==> src/rtl/des_pkg.sv <==
// Shared constants, tables and the half-register rotator for the DES key schedule.
package des_pkg;
  localparam int HALF_W     = 28;
  localparam int CD_W       = 56;
  localparam int RK_W       = 48;
  localparam int NUM_ROUNDS = 16;
  localparam int IDX_W      = 4;

  typedef enum logic {S_IDLE = 1'b0, S_ISSUE = 1'b1} state_e;

  // SHIFT_TBL[i] is the DES left-shift count for round i+1
  localparam logic [1:0] SHIFT_TBL [NUM_ROUNDS] = '{
    2'd1, 2'd1, 2'd2, 2'd2, 2'd2, 2'd2, 2'd2, 2'd2,
    2'd1, 2'd2, 2'd2, 2'd2, 2'd2, 2'd2, 2'd2, 2'd1};

  // PC-2 source positions, DES 1-indexed
  localparam logic [5:0] PC2_TBL [RK_W] = '{
    6'd14, 6'd17, 6'd11, 6'd24, 6'd1,  6'd5,
    6'd3,  6'd28, 6'd15, 6'd6,  6'd21, 6'd10,
    6'd23, 6'd19, 6'd12, 6'd4,  6'd26, 6'd8,
    6'd16, 6'd7,  6'd27, 6'd20, 6'd13, 6'd2,
    6'd41, 6'd52, 6'd31, 6'd37, 6'd47, 6'd55,
    6'd30, 6'd40, 6'd51, 6'd45, 6'd33, 6'd48,
    6'd44, 6'd49, 6'd39, 6'd56, 6'd34, 6'd53,
    6'd46, 6'd42, 6'd50, 6'd36, 6'd29, 6'd32};

  // DES "left" rotation moves bit n+1 into bit n, i.e. toward index 0
  function automatic logic [HALF_W-1:0] rot_half(input logic [HALF_W-1:0] h,
                                                 input logic [1:0] amt,
                                                 input logic right);
    logic [HALF_W-1:0] r;
    r = h;
    case ({right, amt})
      3'b001:  r = {h[0], h[HALF_W-1:1]};
      3'b010:  r = {h[1:0], h[HALF_W-1:2]};
      3'b101:  r = {h[HALF_W-2:0], h[HALF_W-1]};
      3'b110:  r = {h[HALF_W-3:0], h[HALF_W-1:HALF_W-2]};
      default: r = h;
    endcase
    return r;
  endfunction
endpackage

==> src/rtl/des_key_schedule_if.sv <==
// Key-load / round-key handshake bundle between the PC-1 stage, scheduler and round datapath.
interface des_key_schedule_if;
  import des_pkg::*;

  logic             i_start;
  logic             i_decrypt;
  logic [CD_W-1:0]  i_cipherkey;
  logic             i_key_ready;
  logic             o_busy;
  logic             o_key_valid;
  logic [RK_W-1:0]  o_round_key;
  logic [IDX_W-1:0] o_round_idx;
  logic             o_done;

  modport master (
    output i_start, i_decrypt, i_cipherkey, i_key_ready,
    input  o_busy, o_key_valid, o_round_key, o_round_idx, o_done
  );

  modport slave (
    input  i_start, i_decrypt, i_cipherkey, i_key_ready,
    output o_busy, o_key_valid, o_round_key, o_round_idx, o_done
  );
endinterface

==> src/rtl/des_pc2_compress.sv <==
// PC-2: pure 56->48 bit selection from the CD register.
module des_pc2_compress
  import des_pkg::*;
(
  input  logic [CD_W-1:0] cd_i,
  output logic [RK_W-1:0] key_o
);
  for (genvar n = 0; n < RK_W; n++) begin : g_sel
    assign key_o[n] = cd_i[PC2_TBL[n] - 6'd1];
  end
endmodule

==> src/rtl/des_key_schedule.sv <==
// Sequential DES round-key generator: one PC-2 round key per handshake, encrypt or decrypt order.
module des_key_schedule
  import des_pkg::*;
(
  input  logic               i_clk,
  input  logic               i_rst_n,
  des_key_schedule_if.slave  ks
);
  state_e           state_q;
  logic [CD_W-1:0]  cd_q, cd_load_d, cd_step_d;
  logic [IDX_W-1:0] cnt_q;
  logic             mode_q;
  logic             done_q;
  logic [1:0]       amt;
  logic [RK_W-1:0]  round_key;

  // Decrypt walks the encrypt shifts backwards, so step k uses SHIFT[17-k]
  always_comb begin
    amt       = mode_q ? SHIFT_TBL[4'd15 - cnt_q] : SHIFT_TBL[cnt_q + 4'd1];
    cd_step_d = {rot_half(cd_q[CD_W-1:HALF_W], amt, mode_q),
                 rot_half(cd_q[HALF_W-1:0],    amt, mode_q)};
    // CD16 equals CD0, so a decrypt load needs no rotation
    cd_load_d = ks.i_decrypt ? ks.i_cipherkey :
                {rot_half(ks.i_cipherkey[CD_W-1:HALF_W], 2'd1, 1'b0),
                 rot_half(ks.i_cipherkey[HALF_W-1:0],    2'd1, 1'b0)};
  end

  always_ff @(posedge i_clk) begin
    if (!i_rst_n) begin
      state_q <= S_IDLE;
      cd_q    <= '0;
      cnt_q   <= '0;
      mode_q  <= 1'b0;
      done_q  <= 1'b0;
    end else begin
      done_q <= 1'b0;
      case (state_q)
        S_IDLE: begin
          if (ks.i_start) begin
            mode_q  <= ks.i_decrypt;
            cd_q    <= cd_load_d;
            cnt_q   <= '0;
            state_q <= S_ISSUE;
          end
        end
        S_ISSUE: begin
          if (ks.i_key_ready) begin
            if (cnt_q == IDX_W'(NUM_ROUNDS - 1)) begin
              state_q <= S_IDLE;
              cnt_q   <= '0;
              done_q  <= 1'b1;
            end else begin
              cnt_q <= cnt_q + 4'd1;
              cd_q  <= cd_step_d;
            end
          end
        end
      endcase
    end
  end

  des_pc2_compress u_pc2 (
    .cd_i  (cd_q),
    .key_o (round_key)
  );

  assign ks.o_round_key = round_key;
  assign ks.o_busy      = (state_q == S_ISSUE);
  assign ks.o_key_valid = (state_q == S_ISSUE);
  assign ks.o_round_idx = cnt_q;
  assign ks.o_done      = done_q;
endmodule

==> src/flat_wrapper.sv <==
// flat-port wrapper written by rule: the top's interface ports become plain ports
module des_key_schedule_flat import des_pkg::*;
  (i_clk, i_rst_n, ks_i_start, ks_i_decrypt, ks_i_cipherkey, ks_i_key_ready, ks_o_busy, ks_o_key_valid, ks_o_round_key, ks_o_round_idx, ks_o_done);
  des_key_schedule_if ks_i ();
  input  logic i_clk;
  input  logic i_rst_n;
  input wire logic [$bits(ks_i.i_start)-1:0] ks_i_start;
  input wire logic [$bits(ks_i.i_decrypt)-1:0] ks_i_decrypt;
  input wire logic [$bits(ks_i.i_cipherkey)-1:0] ks_i_cipherkey;
  input wire logic [$bits(ks_i.i_key_ready)-1:0] ks_i_key_ready;
  output wire logic [$bits(ks_i.o_busy)-1:0] ks_o_busy;
  output wire logic [$bits(ks_i.o_key_valid)-1:0] ks_o_key_valid;
  output wire logic [$bits(ks_i.o_round_key)-1:0] ks_o_round_key;
  output wire logic [$bits(ks_i.o_round_idx)-1:0] ks_o_round_idx;
  output wire logic [$bits(ks_i.o_done)-1:0] ks_o_done;
  assign ks_i.i_start = ks_i_start;
  assign ks_i.i_decrypt = ks_i_decrypt;
  assign ks_i.i_cipherkey = ks_i_cipherkey;
  assign ks_i.i_key_ready = ks_i_key_ready;
  assign ks_o_busy = ks_i.o_busy;
  assign ks_o_key_valid = ks_i.o_key_valid;
  assign ks_o_round_key = ks_i.o_round_key;
  assign ks_o_round_idx = ks_i.o_round_idx;
  assign ks_o_done = ks_i.o_done;
  des_key_schedule u_core (.i_clk(i_clk), .i_rst_n(i_rst_n), .ks(ks_i));
endmodule
==> config.mk <==
export PLATFORM = sky130hd
export DESIGN_NAME = des_key_schedule_flat
export DESIGN_NICKNAME = d
export VERILOG_FILES = /design/src/rtl/des_pkg.sv /design/src/rtl/des_key_schedule_if.sv /design/src/rtl/des_pc2_compress.sv /design/src/rtl/des_key_schedule.sv /design/src/flat_wrapper.sv
export SDC_FILE = /design/constraint.sdc
export NUM_CORES = 1
export LEC_CHECK = 0
export BUFFER_PORTS_ARGS = -buffer_cell sky130_fd_sc_hd__buf_4
export CAP_MARGIN = 15
export CORE_ASPECT_RATIO = 0.8
export CORE_MARGIN = 1
export CORE_UTILIZATION = 50
export CTS_CLUSTER_DIAMETER = 50
export CTS_CLUSTER_SIZE = 28
export DETAILED_ROUTE_END_ITERATION = 8
export PLACE_DENSITY = 0.76
export SETUP_SLACK_MARGIN = 0.2
export SLEW_MARGIN = 10
export SYNTH_ARGS = -nofsm -noshare
export SYNTH_HDL_FRONTEND = slang
export SYNTH_SLANG_ARGS = --single-unit
==> constraint.sdc <==
create_clock -name i_clk -period 2.2 [get_ports i_clk]
set_input_delay 0.66 -clock i_clk [delete_from_list [all_inputs] [get_ports i_clk]]
set_output_delay 0.66 -clock i_clk [all_outputs]
set_load 0.02 [all_outputs]
Word level (Yosys, flattened, before mapping)

Memory sizes are Yosys's and may differ from the RTL's.
Cells that the tools add are included.

Equal/unequal tests: 9
Bitwise logic cells: 3
Multiplexer cells: 21
Reduce and logical (&&, ||, !) cells: 4
Add/subtract/negate cells: 2
Order comparisons: 2

Operators with widths:

| operator                                      | count |
|---|---|
| two-way mux 56 bit                            | 4 |
| one-hot mux 28 bit (4 select lines)           | 2 |
| one-hot mux 56 bit (2 select lines)           | 1 |
| two-way mux 4 bit                             | 3 |
| >= comparator 5 bit, second input constant    | 2 |
| two-way mux 2 bit                             | 5 |
| NOT 4 -> 5 bit                                | 2 |
| one-hot mux 4 bit (2 select lines)            | 1 |
| == test 3 bit, second input constant          | 2 |
| inequality test 2 bit, second input constant  | 3 |
| inequality test 5 bit, second input constant  | 1 |
| adder 4 x 1 -> 4 bit, second input constant   | 1 |
| == test 4 bit, second input constant          | 1 |
| two-way mux 1 bit                             | 4 |
| AND reduction 2 bit                           | 2 |
| AND reduction 4 bit                           | 1 |
| subtractor 4 bit, first input constant        | 1 |
| == test 3 x 1 -> 1 bit, second input constant | 1 |
| == test 3 x 2 -> 1 bit, second input constant | 1 |
| AND reduction 3 bit                           | 1 |
| one-hot mux 1 bit (2 select lines)            | 1 |
| NOT 1 bit                                     | 1 |

Input bits: 61
Memories: 2
Bits in registers: 63
ROM bits: 64
Output and inout port bits: 55

Memories:

| memory          | depth | bits a word | rd ports | clocked after Yosys merged registers in | write ports | line                   | text |
|---|---|---|---|---|---|---|---|
| (no name shown) | 16    | 2           | 1        | 0                                       | 0           | des_key_schedule.sv:19 | `amt = mode_q ? SHIFT_TBL[4'd15 - cnt_q] : SHIFT_TBL[cnt_q + 4'd1];` |
| (no name shown) | 16    | 2           | 1        | 0                                       | 0           | des_key_schedule.sv:19 |  |

Depth between registers and ports, before layout

Word-level depth: 11
Depth in mapped cells: 9
Gate-level depth less buffers: 7

By module

From an unflattened synthesis, not the netlist that was laid out.

Cell total of the unflattened synthesis: 676
Area, all modules: 5272.6 µm²

By module, submodules not included:

| module           | times used | cells each | area an instance (µm²) |
|---|---|---|---|
| des_key_schedule | 1          | 628        | 4912.2 |
| des_pc2_compress | 1          | 48         | 360.3 |

Worst setup path before layout

Ideal clock, no wire load.

Path type: flip-flop to flip-flop
From: register u_core.cnt_q[0] (netlist: u_core.ks.o_round_idx[0])
To: register u_core.cd_q[14]
Slack: 39 ps
Cell stages (with the launch flop): 9
Path buffers: 1
Data required time: 2064 ps
Arrival time: 2025 ps
Library setup time: 136 ps
Path through: dfxtp_1 > inv_1 > ha_1 > o21ba_2 > o21ai_1 > o221ai_4 > buf_6 > o21ai_2 > o32ai_1

Longest elaborated chain between the ends: 11
Elaborated cells between the ends (all ways): 23

Ends and longest elaborated chain:

| what                                                            | line                   | text |
|---|---|---|
| start, declared                                                 | des_key_schedule.sv:11 | `logic [IDX_W-1:0] cnt_q;` |
| start signal, assigned                                          | des_key_schedule.sv:53 | `cnt_q <= cnt_q + 4'd1;` |
| adder 4 x 1 -> 4 bit / subtractor 4 bit (equally long branches) | des_key_schedule.sv:19 |  |
| NOT 4 -> 5 bit (implied by the code)                            | des_key_schedule.sv:19 |  |
| memory read (16 x 2 bit)                                        | --                     |  |
| two-way mux 2 bit (implied by the code) (2 in a row)            | des_key_schedule.sv:19 |  |
| two-way mux 2 bit                                               | des_key_schedule.sv:19 |  |
| == test 3 bit, or another cell as far along                     | des_pkg.sv:33          | `case ({right, amt})` |
| one-hot mux 28 bit (4 select lines)                             | des_pkg.sv:33          |  |
| two-way mux 56 bit                                              | des_key_schedule.sv:48 | `if (cnt_q == IDX_W'(NUM_ROUNDS - 1)) begin` |
| two-way mux 56 bit                                              | des_key_schedule.sv:47 | `if (ks.i_key_ready) begin` |
| one-hot mux 56 bit (2 select lines)                             | des_key_schedule.sv:37 | `case (state_q)` |
| end signal, assigned                                            | des_key_schedule.sv:41 | `cd_q <= cd_load_d;` |
| end signal, assigned                                            | des_key_schedule.sv:54 | `cd_q <= cd_step_d;` |
| end, declared                                                   | des_key_schedule.sv:10 | `logic [CD_W-1:0] cd_q, cd_load_d, cd_step_d;` |

Parallel ways exist; a longest one is shown, timed or not. The select of a mux whose other input is x is not followed.
A chain may end at the register's enable or synchronous reset.

Worst setup path in the final report

From: register u_core.cnt_q[1] (netlist: u_core.ks.o_round_idx[1])
To: register u_core.cd_q[35]

Same word-level chain as after synthesis.

==> metrics list <==
- Once detailed placement completed, the half-perimeter wirelength came to roughly 12,000 microns.
- Floorplan core area: 11,800 sq um
- Synthesized instance count: approximately 810
- Gr usage total: 32.3%
- Setup repair after global routing could not meet its margin everywhere.
- The first global-routing pass estimated ~33,000 microns of wire.
- The repair_antennas step left the layout with diodes totalling 0.
* GRT Residual Overflow: 0
- Crit path launch type: flip-flop
- The first detailed-routing pass took 5 iterations.
- Root buffer selected by CTS: clkbuf_16
* Gp weighted congestion: between 0.8 and 0.9
* H-tree level count: 3
- Pleak: about 3.8 nW
* Most used DFF post-synth: dfxtp_1
- The worst setup path is of the flip-flop to flip-flop kind.
- Counting every net in the synthesized netlist gives 878.
- The library cell used most frequently in the layout, excluding fill and tap cells, is buf_4.
* Max-cap violations: 0
* Critical path fanouts, max: 6
- Entering global routing, the biggest net connects about 60 pins.
- The routed design has ~23,000 microns of wire.
* Final count of negative-setup-slack endpoints: 0
- Counting I/O delays and the setup requirement, the final critical path takes between 2 and 2.5 ns.
* Areal power density over the cells: between 500 and 600 nW/um^2
* Post-synth cell types: 44
- During synthesis, Yosys emitted a total of 0 warnings.
* Die area: 12,800 sq um
- Number of antenna violations at the first check in global routing: 0
- Drt first-iter violations: ~1,000
- Across all setup checks in the final design, the least slack found is 0.0261 ns.
- At the placement stage, the worst setup path has a slack of around 0.055 ns.
- Number of nets with antenna violations after detailed routing: 0
- The min-delay analysis places its worst path in the category flip-flop to flip-flop.
* Via count of the first global-routing pass: 6,447
- Worst Skew: around 0.0081 ns
* Post-synthesis async set-or-reset flop share: 0%
- Routed len/inst: about 23 microns
- Fmax: about 460 MHz
- Clock latency reported for the late side of the worst-skew pair: 0.34 ns
- Num ports: between 100 and 150
* Initial Util: between 50% and 60%
* Inst Count DP: about 970
- Longest Clk Path Bufs: 2
- Count of hold buffers inserted by post-cts repair: 0
* Period Utilization, post-route: a little over nine tenths
- Sequential fraction of the synthesis area: about a fifth
- Total clock buffers created by CTS: 9
- Final layout net count: ~900
* Non-filler cells in the finished layout: around 1,000
* Critical path arrival: approximately 2.4 ns
- Reg-to-reg setup timing slack: about 0.026 ns
* Highest-count cells in the layout ignoring fill and taps: buf_4 (130), a21o_1 (105), a21oi_1 (99)
* Area added between synthesis and finish: 31.5%
- Using the TritonRoute via totals, the vias-per-cell ratio works out to 7.25.
- Average size of a mapped cell: 7.61 sq um
* Reg clk slew, reported paths: around 0.060 ns
- From bottom edge to top edge, the die measures between 100 and 150 microns.
- For this run, design rule violations remaining after detail routing come to 0.
- In this run the tool buffered the top-level ports with 115 buffer cells.
* Die Wd: between 100 and 150 microns
- Number of core rows: 35
- Headroom to the max-slew limit: 41.5%
- Counting flops with a built-in enable in the synthesized netlist gives 0.
- Endpoint class of the critical path: flip-flop
- Flops & latches, synth: between 60 and 70
- Total vias in the final route: roughly 7,300
* Utilization after layout: roughly 69%
- Transition time at the pin with the least slew margin: ~0.88 ns
* Summed instance area of the synthesized netlist: around 6200 sq um
- The hold violation total from the final report came to 0.
- Required time of the worst setup path: between 2 and 2.5 ns
* Outcome: completed
* Slew Viols, Final: 0
- For this design, the sink count on the clock tree is 63.
- Peak ir drop on the vdd network: around 0.00044 V
- Post-route total power: between 4 and 5 mW
* Share of final-layout standard cells stronger than drive strength 1: a little over a third
* CTS tree: yes
==> path summary, 6_finish.rpt <==
path,startpoint,depth (start not counted),endpoint
max reg2reg,u_core.ks.o_round_idx[1],9,u_core.cd_q[35]
min reg2reg,u_core.ks.o_round_idx[2],2,u_core.ks.o_round_idx[2]
max,u_core.ks.o_round_idx[1],9,u_core.cd_q[35]
min,u_core.ks.o_round_idx[2],2,u_core.ks.o_round_idx[2]
==> registers in the layout, summed over array words and instances, names as in the netlist <==
register,count
u_core.ks.o_round_idx,4
u_core.cd_q,56
u_core.ks.o_done,1
u_core.mode_q,1
u_core.ks.o_busy,1
==> final cells by class <==
cell class                 instances  area (sq um)
clock inverter                     4          45.0
tap                              148           185
sequential                        63          1270
inverter                           5          23.8
timing repair buffer             156          1500
multi-input combinational        612          4870
clock buffer                      12           246
fill                             864          3630
==> cells by family (layout without fill, tap and decap cells) <==
kind of cell | Yosys count | after routing | synth area share, %
and+or+nand+nor | 148 | 148 | 13.4
muxes | 61 | 61 | 10.0
buffers and inverters | 139 | 177 | 13.6
DFF | 63 | 63 | 20.4
adders and majority gates | 3 | 3 | 0.606
AOI/OAI and AO/OA | 400 | 400 | 42.0
==> timing repair <==
action,4_1_cts,5_1_grt
gates cloned,3,4
setup endpoints to repair,54,54
pin swaps,5,31
gates resized for setup,20,130
setup buffers,6,4
==> critical path, stage by stage (launching register included) <==
cell and delay, ns:
dfxtp_4 0.38, buf_6 0.13, ha_4 0.16, o21ba_4 0.22, o211ai_1 0.25, o32a_4 0.26, buf_8 0.14, clkbuf_16 0.18
a21oi_2 0.07, o32ai_2 0.28
==> power breakdown <==
part | internal, mW | switching (mW) | total, mW
registers | 1.25 | 0.278 | 1.53
logic | 0.722 | 0.829 | 1.55
clock network | 0.903 | 0.556 | 1.46
total | 2.88 | 1.66 | 4.54
==> layer usage <==
layer,vias to the layer above,track usage [%],wire length (microns)
li1,3125,-,-
met1,3384,42.7,9240
met2,612,50.2,10300
met3,133,6.81,2630
met4,0,15.5,1200
met5,-,1.10,0
==> synthesized netlist by cell type (2+ instances only) <==
cell type / instances / share of area [%]
o32ai_1: 52 / 7.3
clkbuf_1: 40 / 2.4
o21ai_0: 12 / 0.97
nand2_1: 5 / 0.30
mux2_2: 4 / 0.73
buf_1: 3 / 0.18
and2_1: 2 / 0.20
a21o_1: 105 / 13
clkbuf_2: 3 / 0.24
ha_1: 3 / 0.61
a311oi_1: 4 / 0.57
or3_1: 52 / 5.2
o21ai_1: 41 / 3.3
inv_1: 3 / 0.18
buf_2: 23 / 1.9
buf_4: 53 / 6.4
dfxtp_1: 63 / 20
mux2i_1: 56 / 9.0
nor3_1: 55 / 4.4
nand2b_1: 10 / 1.0
o21ai_2: 10 / 1.4
and3_1: 5 / 0.50
a21oi_1: 162 / 13
nor2_1: 7 / 0.42
nand3_1: 8 / 0.65
buf_6: 12 / 2.2
o311ai_0: 4 / 0.57
==> metrics by stage <==
stage	hold WS, ns	area, sq um	TNS [ns]
2_1_floorplan	0.527	6210	0
5_1_grt	0.618	8150	-0.00722
4_1_cts	0.554	7320	0
3_3_place_gp	0.490	6800	0
6_report	0.597	8150	0
3_5_place_dp	0.518	6800	0
Power figures use the tool's default switching activity.
